**src/rtl/ram_arb_pkg.sv**
```systemverilog
// ram_arb_pkg: shared constants for the RAM port arbiter.
// FSM state encoding and requester id values used by ram_port_arbiter
// and its picker sub-module.
package ram_arb_pkg;

  // FSM state encoding
  localparam logic [1:0] ARB_IDLE  = 2'd0;
  localparam logic [1:0] ARB_ISSUE = 2'd1;
  localparam logic [1:0] ARB_CAPT  = 2'd2;

  // Requester ids
  localparam logic REQ0 = 1'b0;
  localparam logic REQ1 = 1'b1;

endpackage

```
**src/rtl/ram_arb_pick.sv**
```systemverilog
// ram_arb_pick: combinational 2-way request picker.
// A lone request always wins; on contention the requester named by
// rr_ptr wins. any_req flags that at least one request is present.
module ram_arb_pick (
  input  logic [1:0] req,
  input  logic       rr_ptr,
  output logic       win_id,
  output logic       any_req
);
  import ram_arb_pkg::*;

  // Pick the winner from the current request levels
  always_comb begin
    any_req = |req;
    if (&req)
      win_id = rr_ptr;
    else if (req[1])
      win_id = REQ1;
    else
      win_id = REQ0;
  end

endmodule

```
**src/rtl/ram_port_arbiter.sv**
```systemverilog
// ram_port_arbiter: shares one port of a synchronous-read RAM between
// two requesters with a req/gnt/rvalid handshake. Each access takes
// three cycles: IDLE (arbitrate and latch) -> ISSUE (drive RAM, grant)
// -> CAPT (capture read data). All RAM-side outputs are registered.
// Build option: define RAM_ARB_FIXED_PRIO_EN for fixed priority to
// requester 0 on contention; default is round-robin.
module ram_port_arbiter #(
  parameter int DATA_WIDTH = 16,
  parameter int ADDR_WIDTH = 10
) (
  input  logic                  clk,
  input  logic                  reset_n,
  input  logic                  r0_req,
  input  logic                  r0_we,
  input  logic [ADDR_WIDTH-1:0] r0_addr,
  input  logic [DATA_WIDTH-1:0] r0_wdata,
  output logic                  r0_gnt,
  output logic                  r0_rvalid,
  output logic [DATA_WIDTH-1:0] r0_rdata,
  input  logic                  r1_req,
  input  logic                  r1_we,
  input  logic [ADDR_WIDTH-1:0] r1_addr,
  input  logic [DATA_WIDTH-1:0] r1_wdata,
  output logic                  r1_gnt,
  output logic                  r1_rvalid,
  output logic [DATA_WIDTH-1:0] r1_rdata,
  output logic [ADDR_WIDTH-1:0] ram_addr,
  output logic [DATA_WIDTH-1:0] ram_data,
  output logic                  ram_we,
  input  logic [DATA_WIDTH-1:0] ram_q
);
  import ram_arb_pkg::*;

  logic [1:0] state;
  logic       win_id;
  logic       we_lat;
  logic       pick_id;
  logic       any_req;
  logic       prio_sel;

`ifdef RAM_ARB_FIXED_PRIO_EN
  // Requester 0 always takes contention
  assign prio_sel = REQ0;
`else
  logic rr_ptr;

  assign prio_sel = rr_ptr;

  // Round-robin pointer: next contention goes to the requester that lost this one
  always_ff @(posedge clk) begin
    if (!reset_n)
      rr_ptr <= REQ0;
    else if (state == ARB_ISSUE)
      rr_ptr <= ~win_id;
  end
`endif

  ram_arb_pick u_pick (
    .req     ({r1_req, r0_req}),
    .rr_ptr  (prio_sel),
    .win_id  (pick_id),
    .any_req (any_req)
  );

  // Access sequencer: latch the winner in IDLE, grant in ISSUE, capture in CAPT
  always_ff @(posedge clk) begin
    if (!reset_n) begin
      state     <= ARB_IDLE;
      win_id    <= REQ0;
      we_lat    <= 1'b0;
      ram_addr  <= '0;
      ram_data  <= '0;
      ram_we    <= 1'b0;
      r0_gnt    <= 1'b0;
      r1_gnt    <= 1'b0;
      r0_rvalid <= 1'b0;
      r1_rvalid <= 1'b0;
      r0_rdata  <= '0;
      r1_rdata  <= '0;
    end else begin
      // Pulses default low; each is raised for exactly one cycle below
      r0_gnt    <= 1'b0;
      r1_gnt    <= 1'b0;
      r0_rvalid <= 1'b0;
      r1_rvalid <= 1'b0;
      ram_we    <= 1'b0;
      case (state)
        ARB_IDLE: begin
          if (any_req) begin
            win_id <= pick_id;
            state  <= ARB_ISSUE;
            if (pick_id == REQ1) begin
              ram_addr <= r1_addr;
              ram_data <= r1_wdata;
              ram_we   <= r1_we;
              we_lat   <= r1_we;
              r1_gnt   <= 1'b1;
            end else begin
              ram_addr <= r0_addr;
              ram_data <= r0_wdata;
              ram_we   <= r0_we;
              we_lat   <= r0_we;
              r0_gnt   <= 1'b1;
            end
          end
        end
        ARB_ISSUE: begin
          // RAM samples the address at the end of this cycle; q is valid in CAPT
          state <= ARB_CAPT;
        end
        ARB_CAPT: begin
          if (!we_lat) begin
            if (win_id == REQ1) begin
              r1_rdata  <= ram_q;
              r1_rvalid <= 1'b1;
            end else begin
              r0_rdata  <= ram_q;
              r0_rvalid <= 1'b1;
            end
          end
          state <= ARB_IDLE;
        end
        default: state <= ARB_IDLE;
      endcase
    end
  end

endmodule
```
**config.mk**
```make
export PLATFORM = sky130hd
export DESIGN_NAME = ram_port_arbiter
export DESIGN_NICKNAME = d
export VERILOG_FILES = /design/src/rtl/ram_arb_pkg.sv /design/src/rtl/ram_arb_pick.sv /design/src/rtl/ram_port_arbiter.sv
export SDC_FILE = /design/constraint.sdc
export NUM_CORES = 1
export LEC_CHECK = 0
export BUFFER_PORTS_ARGS = -buffer_cell sky130_fd_sc_hd__buf_2
export CORE_ASPECT_RATIO = 1.75
export CORE_MARGIN = 10
export CORE_UTILIZATION = 34
export CTS_BUF_LIST = sky130_fd_sc_hd__clkbuf_4 sky130_fd_sc_hd__clkbuf_8
export DETAILED_ROUTE_END_ITERATION = 16
export PLACE_DENSITY = 0.64
export SETUP_SLACK_MARGIN = 0.4
export SYNTH_ARGS = -nofsm -noshare
export SYNTH_HDL_FRONTEND = slang
export SYNTH_SLANG_ARGS = --single-unit
```
**constraint.sdc**
```tcl
create_clock -name clk -period 2.75 [get_ports clk]
set_clock_uncertainty 0.2 [all_clocks]
set_input_delay 0.4125 -clock clk [delete_from_list [all_inputs] [get_ports clk]]
set_output_delay 0.4125 -clock clk [all_outputs]
set_load 0.1 [all_outputs]
```
==> flow_summary.yaml, run 1 <==
placement:
  portBuffers: 136
  globalplace.congestion: 0.7062
  hpwl_mm: 6.528
power_and_ir_drop:
  power_frac_comb: 0.286
  power.leakage_nw: 1.939
  p_sw_mw: 1.040
  power.internal_mw: 1.769
  swShare: 0.3702
  peakVddDrop_uv: 326.7
  pwr-share-clk: 0.330
  pwr_density_cell_nw_per_um2: 698.8
  seqPwrFrac: 0.384
yosys:
  yosysUniqueCellTypes: 31
  synth_fp_nets: 408
  synth.avg_cell_area_sq_um: 9.350
  synth_area_sq_um: 3123
  synthFlopType: "dfxtp_1"
  yosysMostFrequentCell: "dfxtp_1"
  ys_async_sr_fraction: 0
  synthTopCellsByCount: "68 x dfxtp_1, 33 x nand2_1, 28 x and3_1"
  ys_ff_latch: 68
  netlist_instances: 334
  synth_top_cell_area_share: 0.4359
  synth-edff-count: 0
  synth.yosys.seq_area_share: 0.4359
  synth_top_area_cell: "dfxtp_1"
  ys_warn_count: 0
  ys_top_cells_by_area: "dfxtp_1 44%, o311a_1 8.7%, a21boi_0 6.5%, o21bai_1 6.5%, and3_1 5.6%"
timing:
  fin_crit_sh: 0.7623
  rsz0062_at_grt: "no"
  hold_viol_final: 0
  maxSlewViolCount: 0
  relSlewSlack: 0.3492
  finalSetupViolCount: 0
  holdWs_ns: 0.09769
  period_needed_ns: 2.096
  worst_slew_pin_slew_ns: 0.9762
  max_clock_freq_ghz: 0.4770
  tns_ns: 0
global_route:
  grt_max_degree: 55
  grtUsageTotal: 0.1326
  gr-total-overflow: 0
  grt_pass1_vias: 2972
  grt_pass1_wl_mm: 14.93
  antenna_found_initial: 1
detailed_routing:
  dr.pass1.iters: 4
  drtIter0Drc: 74
  drtAntennaViolNets: 0
  drc: 0
  wire_per_inst_um: 15.87
  vias_per_cell: 5.037
  finalWirelength_mm: 9.078
  num_vias: 2881
critical_path:
  cp_slowest_stage_delay_ns: 1.11
  r2r_cells: 3
  start_kind: "flop"
  worst-endpoint-required_ns: 2.76
  cp_cell_sequence: "or4b_2, nand3_1, o21ai_2"
  critPathArrivalTime_ns: 2.11
  r2r_slack_ns: 0.65
  cpMaxStageDelayCell: "or4b_2"
  path_max_fanout: 33
  r2r-end: "r0_rdata[14]$_SDFFE_PN0P_"
  rr_startpoint: "we_lat$_SDFFE_PN0P_"
  path_class: "reg2reg"
  cp-end-kind: "flop"
clocking:
  cts_hold_buf: 0
  cts.clk_slew.worst_paths_ns: 0.08
  cts-resized-gates: 0
  cts_tree: "built"
  cts_buffers: 9
  insertion_delay_ns: 0.35
  clock-sinks: 68
  cts-root-buf: "clkbuf_8"
  postCtsSetupBuffers: 0
  htree_levels: 3
  clockBufferDepth: 2
hold_path:
  hold_class: "in2reg"
  hold_end: "r1_rdata[12]$_SDFFE_PN0P_"
  worstHoldStart: "ram_q[12]"
  worstHoldPathCells: 3
floorplanning:
  fp.dieW_um: 92.45
  die_area_sq_um: 13570
  die_h_um: 146.8
  initial_core_util: 0.3456
  std_cell_rows: 46
  core-area_sq_um: 9036
  io_pins: 137
final_layout:
  n_antenna_cell: 0
  fill_cells: 898
  area_delta_synth_final_pct: 28.69
  layout.nets: 521
  drive_gt1_frac: 0.4226
status:
  status: "completed"
job:
  drv_cap: 0
-- stage by stage --
stage	utilization	instance area [sq um]	worst slack, ns	power (mW)	instances
global placement	0.4198	3794	0.6699	1.902	556
finish	0.4448	4019	0.6536	2.809	572
floorplan	-	3123	1.200	1.757	334
global route	0.4448	4019	0.5501	2.928	572
CTS	0.4448	4019	0.6417	2.857	572
detailed placement	0.4198	3794	0.6661	1.911	556
-- power groups by stage --
stage / sequential [mW] / combinational (mW) / clock [mW]
2_1_floorplan: 1.51 / 0.245 / 0
3_3_place_gp: 1.10 / 0.801 / 0
3_5_place_dp: 1.10 / 0.810 / 0
4_1_cts: 1.08 / 0.810 / 0.967
5_1_grt: 1.09 / 0.849 / 0.992
6_report: 1.08 / 0.802 / 0.928
-- layout by cell type, fill, tap and decap left out, types with 2 or more instances in the layout --
cell type / n
o311a_1: 27
clkbuf_8: 10
and2_1: 2
nand3_2: 13
buf_4: 5
buf_2: 135
nand3_1: 20
bufinv_16: 2
and3_1: 28
nand2_1: 33
clkinvlp_4: 3
o21bai_1: 27
dfxtp_1: 68
o21ai_0: 17
nor2_1: 5
o21ai_2: 17
a21boi_0: 27
-- cell families (layout without fill, tap and decap cells) --
| family | after synthesis | count (layout) | share of synthesized area |
|---|---|---|---|
| compound gates | 118 | 118 | 0.2973 |
| buf+inv | 40 | 158 | 0.07131 |
| flops | 68 | 68 | 0.4359 |
| simple gates | 108 | 108 | 0.1955 |
-- worst max-delay path by stage --
stage,to,cells past startpoint,from,slack [ns]
final,r0_rdata[14]$_SDFFE_PN0P_,3,we_lat$_SDFFE_PN0P_,0.65
after global routing,r0_rdata[14]$_SDFFE_PN0P_,3,state[1]$_SDFFE_PN0P_,0.55
after CTS,r0_rdata[14]$_SDFFE_PN0P_,3,we_lat$_SDFFE_PN0P_,0.64
after detailed placement,r0_rdata[14]$_SDFFE_PN0P_,3,we_lat$_SDFFE_PN0P_,0.67
after global placement,r0_rdata[15]$_SDFFE_PN0P_,3,we_lat$_SDFFE_PN0P_,0.67
after floorplan,r0_rdata[0],0,r0_rdata[0]$_SDFFE_PN0P_,1.20
-- worst max-delay path: cells and delay by family (launching register included) --
| kind | cells | cell delay, ns |
|---|---|---|
| AND/OR/NAND/NOR | 2 | 1.35 |
| flip-flops | 1 | 0.33 |
| AO/OA/AOI/OAI | 1 | 0.07 |
-- layer usage --
layer / share of wire / global-route usage / up-vias
li1: - / - / 1450
met1: 0.41 / 0.1459 / 1308
met2: 0.48 / 0.2167 / 107
met3: 0.093 / 0.05459 / 14
met4: 0.013 / 0.05969 / 2
met5: 0.0020 / 0 / -
-- flip-flops by register name, indices dropped and copies added (netlist names), 2 cells and up --
name / cells
r0_rdata: 16
r1_rdata: 16
ram_addr: 10
ram_data: 16
state: 2
-- layout make-up --
class	instances	area, sq um	share of cell area
multi-input cells	226	1545	0.3845
flip-flops and latches	68	1361	0.3387
repair buffers	141	733.2	0.1824
well taps	120	150.1	0.03736
clock buffers	10	137.6	0.03425
clock inverters	6	87.58	0.02179
inverters	1	3.754	0.0009340
No activity file was read; power rests on OpenSTA's default activity.
==> run 2: changes to the inputs <==
--- a/config.mk
+++ b/config.mk
@@ -5,13 +5,14 @@
 export SDC_FILE = /design/constraint.sdc
 export NUM_CORES = 1
 export LEC_CHECK = 0
+export ABC_AREA = 1
 export BUFFER_PORTS_ARGS = -buffer_cell sky130_fd_sc_hd__buf_2
 export CORE_ASPECT_RATIO = 1.75
 export CORE_MARGIN = 10
 export CORE_UTILIZATION = 34
 export CTS_BUF_LIST = sky130_fd_sc_hd__clkbuf_4 sky130_fd_sc_hd__clkbuf_8
 export DETAILED_ROUTE_END_ITERATION = 16
-export PLACE_DENSITY = 0.64
+export PLACE_DENSITY = 0.66
 export SETUP_SLACK_MARGIN = 0.4
 export SYNTH_ARGS = -nofsm -noshare
 export SYNTH_HDL_FRONTEND = slang
==> constraint.sdc (replaced) <==
create_clock -name clk -period 1.7 [get_ports clk]
set_clock_uncertainty 0.2 [all_clocks]
set_input_delay 0.255 -clock clk [delete_from_list [all_inputs] [get_ports clk]]
set_output_delay 0.255 -clock clk [all_outputs]
set_load 0.1 [all_outputs]
==> run 2 against run 1 <==
Against the previous run:
- die area stayed put
- global-route usage is 2.4 points higher
- area after synthesis stayed put
- core utilization grew 19 points
- synthesized cell count is 38% higher
- final area up 43%
- critical path type unchanged
- largest cell class is now non-clock buffers
- largest power group is now combinational cells
- highest routed layer is now met4
==> flow_summary.yaml, run 2 <==
clocking:
  cts_tree: "built"
  htree_levels: 3
  clock-sinks: 68
  cts.clk_slew.worst_paths_ns: 0.08
  cts-root-buf: "clkbuf_8"
  insertion_delay_ns: 0.35
  cts_buffers: 9
  clockBufferDepth: 2
yosys:
  synth_area_sq_um: 3123
  ys_ff_latch: 68
  ys_async_sr_fraction: 0
  synth.yosys.seq_area_share: 0.4359
  yosysMostFrequentCell: "nor2_1"
  ys_top_cells_by_area: "dfxtp_1 44%, nor2_1 14%, nand2_1 10%, inv_1 6.9%, o21ai_0 5.3%"
  netlist_instances: 462
  yosysUniqueCellTypes: 22
  synthFlopType: "dfxtp_1"
  synth_fp_nets: 536
  synth_top_cell_area_share: 0.4359
  ys_warn_count: 0
  synthTopCellsByCount: "115 x nor2_1, 85 x nand2_1, 68 x dfxtp_1, 57 x inv_1, 33 x o21ai_0"
  synth.avg_cell_area_sq_um: 6.760
  synth-edff-count: 0
  synth_top_area_cell: "dfxtp_1"
global_route:
  grt_pass1_wl_mm: 17.47
  gr-total-overflow: 0
  antenna_found_initial: 0
  grtUsageTotal: 0.1567
  grt_max_degree: 45
  grt_pass1_vias: 3523
critical_path:
  r2r_slack_ns: 0.30
  r2r_cells: 7
  start_kind: "flop"
  rr_startpoint: "state[1]$_SDFFE_PN0P_"
  worst-endpoint-required_ns: 1.74
  cp-end-kind: "flop"
  r2r-end: "r1_rdata[12]$_SDFFE_PN0P_"
  critPathArrivalTime_ns: 1.44
  path_class: "reg2reg"
  path_max_fanout: 5
power_and_ir_drop:
  pwr-share-clk: 0.256
  swShare: 0.3883
  seqPwrFrac: 0.354
  power.leakage_nw: 2.676
  peakVddDrop_uv: 535.5
  pwr_density_cell_nw_per_um2: 913.8
  power.internal_mw: 3.211
  power_frac_comb: 0.390
  p_sw_mw: 2.038
timing:
  maxSlewViolCount: 0
  max_clock_freq_ghz: 0.7151
  finalSetupViolCount: 0
  rsz0062_at_grt: "yes"
  relSlewSlack: 0.7163
  hold_viol_final: 0
  fin_crit_sh: 0.8226
  period_needed_ns: 1.398
  setup_slack_ns: 0.3016
  tns_ns: 0
  worst_slew_pin_slew_ns: 0.4250
final_layout:
  drive_gt1_frac: 0.4710
  layout_common_cells: "108 x nor2_1, 80 x nand2_1, 73 x buf_2"
  fill_cells: 735
  regArea_sq_um: 1460
  multi_input_area_sq_um: 1545
  layout_commonest_cell: "nor2_1"
  n_antenna_cell: 0
  fin_area_sq_um: 5744
  reg_top3: "r0_rdata (16), r1_rdata (16), ram_data (16)"
  area_delta_synth_final_pct: 83.93
  layout.nets: 706
detailed_routing:
  dr.pass1.iters: 4
  drtAntennaViolNets: 0
  num_vias: 3441
  drtIter0Drc: 67
  wire_per_inst_um: 14.86
  drc: 0
  vias_per_cell: 4.546
  finalWirelength_mm: 11.25
floorplanning:
  initial_core_util: 0.3456
  fp.dieW_um: 92.45
  die_area_sq_um: 13570
  io_pins: 137
  die_h_um: 146.8
  core-area_sq_um: 9036
  std_cell_rows: 46
hold_path:
  hold_end: "ram_addr[5]$_SDFFE_PN0P_"
  worstHoldStart: "r1_addr[5]"
  hold_class: "in2reg"
  worstHoldPathCells: 5
status:
  status: "completed"
placement:
  portBuffers: 136
  globalplace.congestion: 0.7579
  hpwl_mm: 6.948
  pre_cts_ws_ns: 0.1859
  dpl-instance-area_sq_um: 3920
job:
  drv_cap: 0
==> run 2: layout make-up <==
cell class                      instances  area share
Sequential cell                        68      0.2542
Multi-Input combinational cell        313      0.2690
Tap cell                              120     0.02614
Clock buffer                           10     0.02396
Clock inverter                          6     0.01111
Timing Repair Buffer                  177      0.3675
Timing Repair inverter                  2    0.003049
Inverter                               61     0.04509
==> run 2: layer usage <==
layer  track usage  up-vias  share of wire
met2        0.2879      137           0.54
met5             0        -              0
met1        0.1582     1530           0.37
met4       0.04884        0          0.022
li1              -     1757              -
met3       0.05663       17          0.073
==> run 2: worst max-delay path by stage <==
stage / endpoint / cells after the start / startpoint / slack (ns)
final: r1_rdata[12]$_SDFFE_PN0P_ / 7 / state[1]$_SDFFE_PN0P_ / 0.30
after global routing: r1_rdata[12]$_SDFFE_PN0P_ / 7 / state[1]$_SDFFE_PN0P_ / 0.26
after CTS: ram_data[5] / 1 / ram_data[5]$_SDFFE_PN0P_ / 0.32
after detailed placement: r0_rdata[0]$_SDFFE_PN0P_ / 6 / state[1]$_SDFFE_PN0P_ / 0.19
after global placement: r0_rdata[12]$_SDFFE_PN0P_ / 6 / state[1]$_SDFFE_PN0P_ / 0.25
after floorplan: r1_rdata[0]$_SDFFE_PN0P_ / 6 / win_id$_SDFFE_PN0P_ / 0.45
==> run 2: power groups by stage <==
| stage | clock network [mW] | logic [mW] | registers (mW) |
|---|---|---|---|
| 2_1_floorplan | 0 | 0.463 | 2.59 |
| 3_5_place_dp | 0 | 1.49 | 1.83 |
| 3_3_place_gp | 0 | 1.48 | 1.83 |
| 6_report | 1.35 | 2.05 | 1.86 |
| 4_1_cts | 1.38 | 1.93 | 1.86 |
| 5_1_grt | 1.46 | 2.17 | 1.87 |
==> run 2: cells by family after synthesis <==
group	count (synthesis)	share of synthesized area
buffers and inverters	87	0.1390
AND/OR/NAND/NOR	244	0.3229
AO/OA/AOI/OAI	63	0.1022
flip-flops	68	0.4359
==> run 2: metrics by stage <==
stage / total power, mW / util / hold WS, ns / instances
6_report: 5.249 / 0.6357 / 0.03044 / 757
5_1_grt: 5.492 / 0.6357 / 0.04318 / 757
4_1_cts: 5.167 / 0.5998 / 0.009555 / 744
3_5_place_dp: 3.316 / 0.4338 / 0.2586 / 699
3_3_place_gp: 3.301 / 0.4338 / 0.2491 / 699
2_1_floorplan: 3.051 / - / 0.2179 / 462
==> run 2: worst max-delay path, stage by stage, from the launching register on <==
cell	delay, ns
dfxtp_4	0.37
inv_4	0.05
nor2_4	0.12
buf_12	0.15
buf_6	0.13
nand2_4	0.09
o21ai_2	0.13
nor2_1	0.06
==> run 2: what timing repair did <==
item | 4_1_cts | 5_1_grt
endpoints found under the hold margin | 31 | 0
hold buffers | 16 | 0
resized for setup | 285 | 60
setup buffers | 9 | 6
gates cloned | 4 | 7
pin swaps | 6 | 10
setup endpoints to repair | 127 | 123
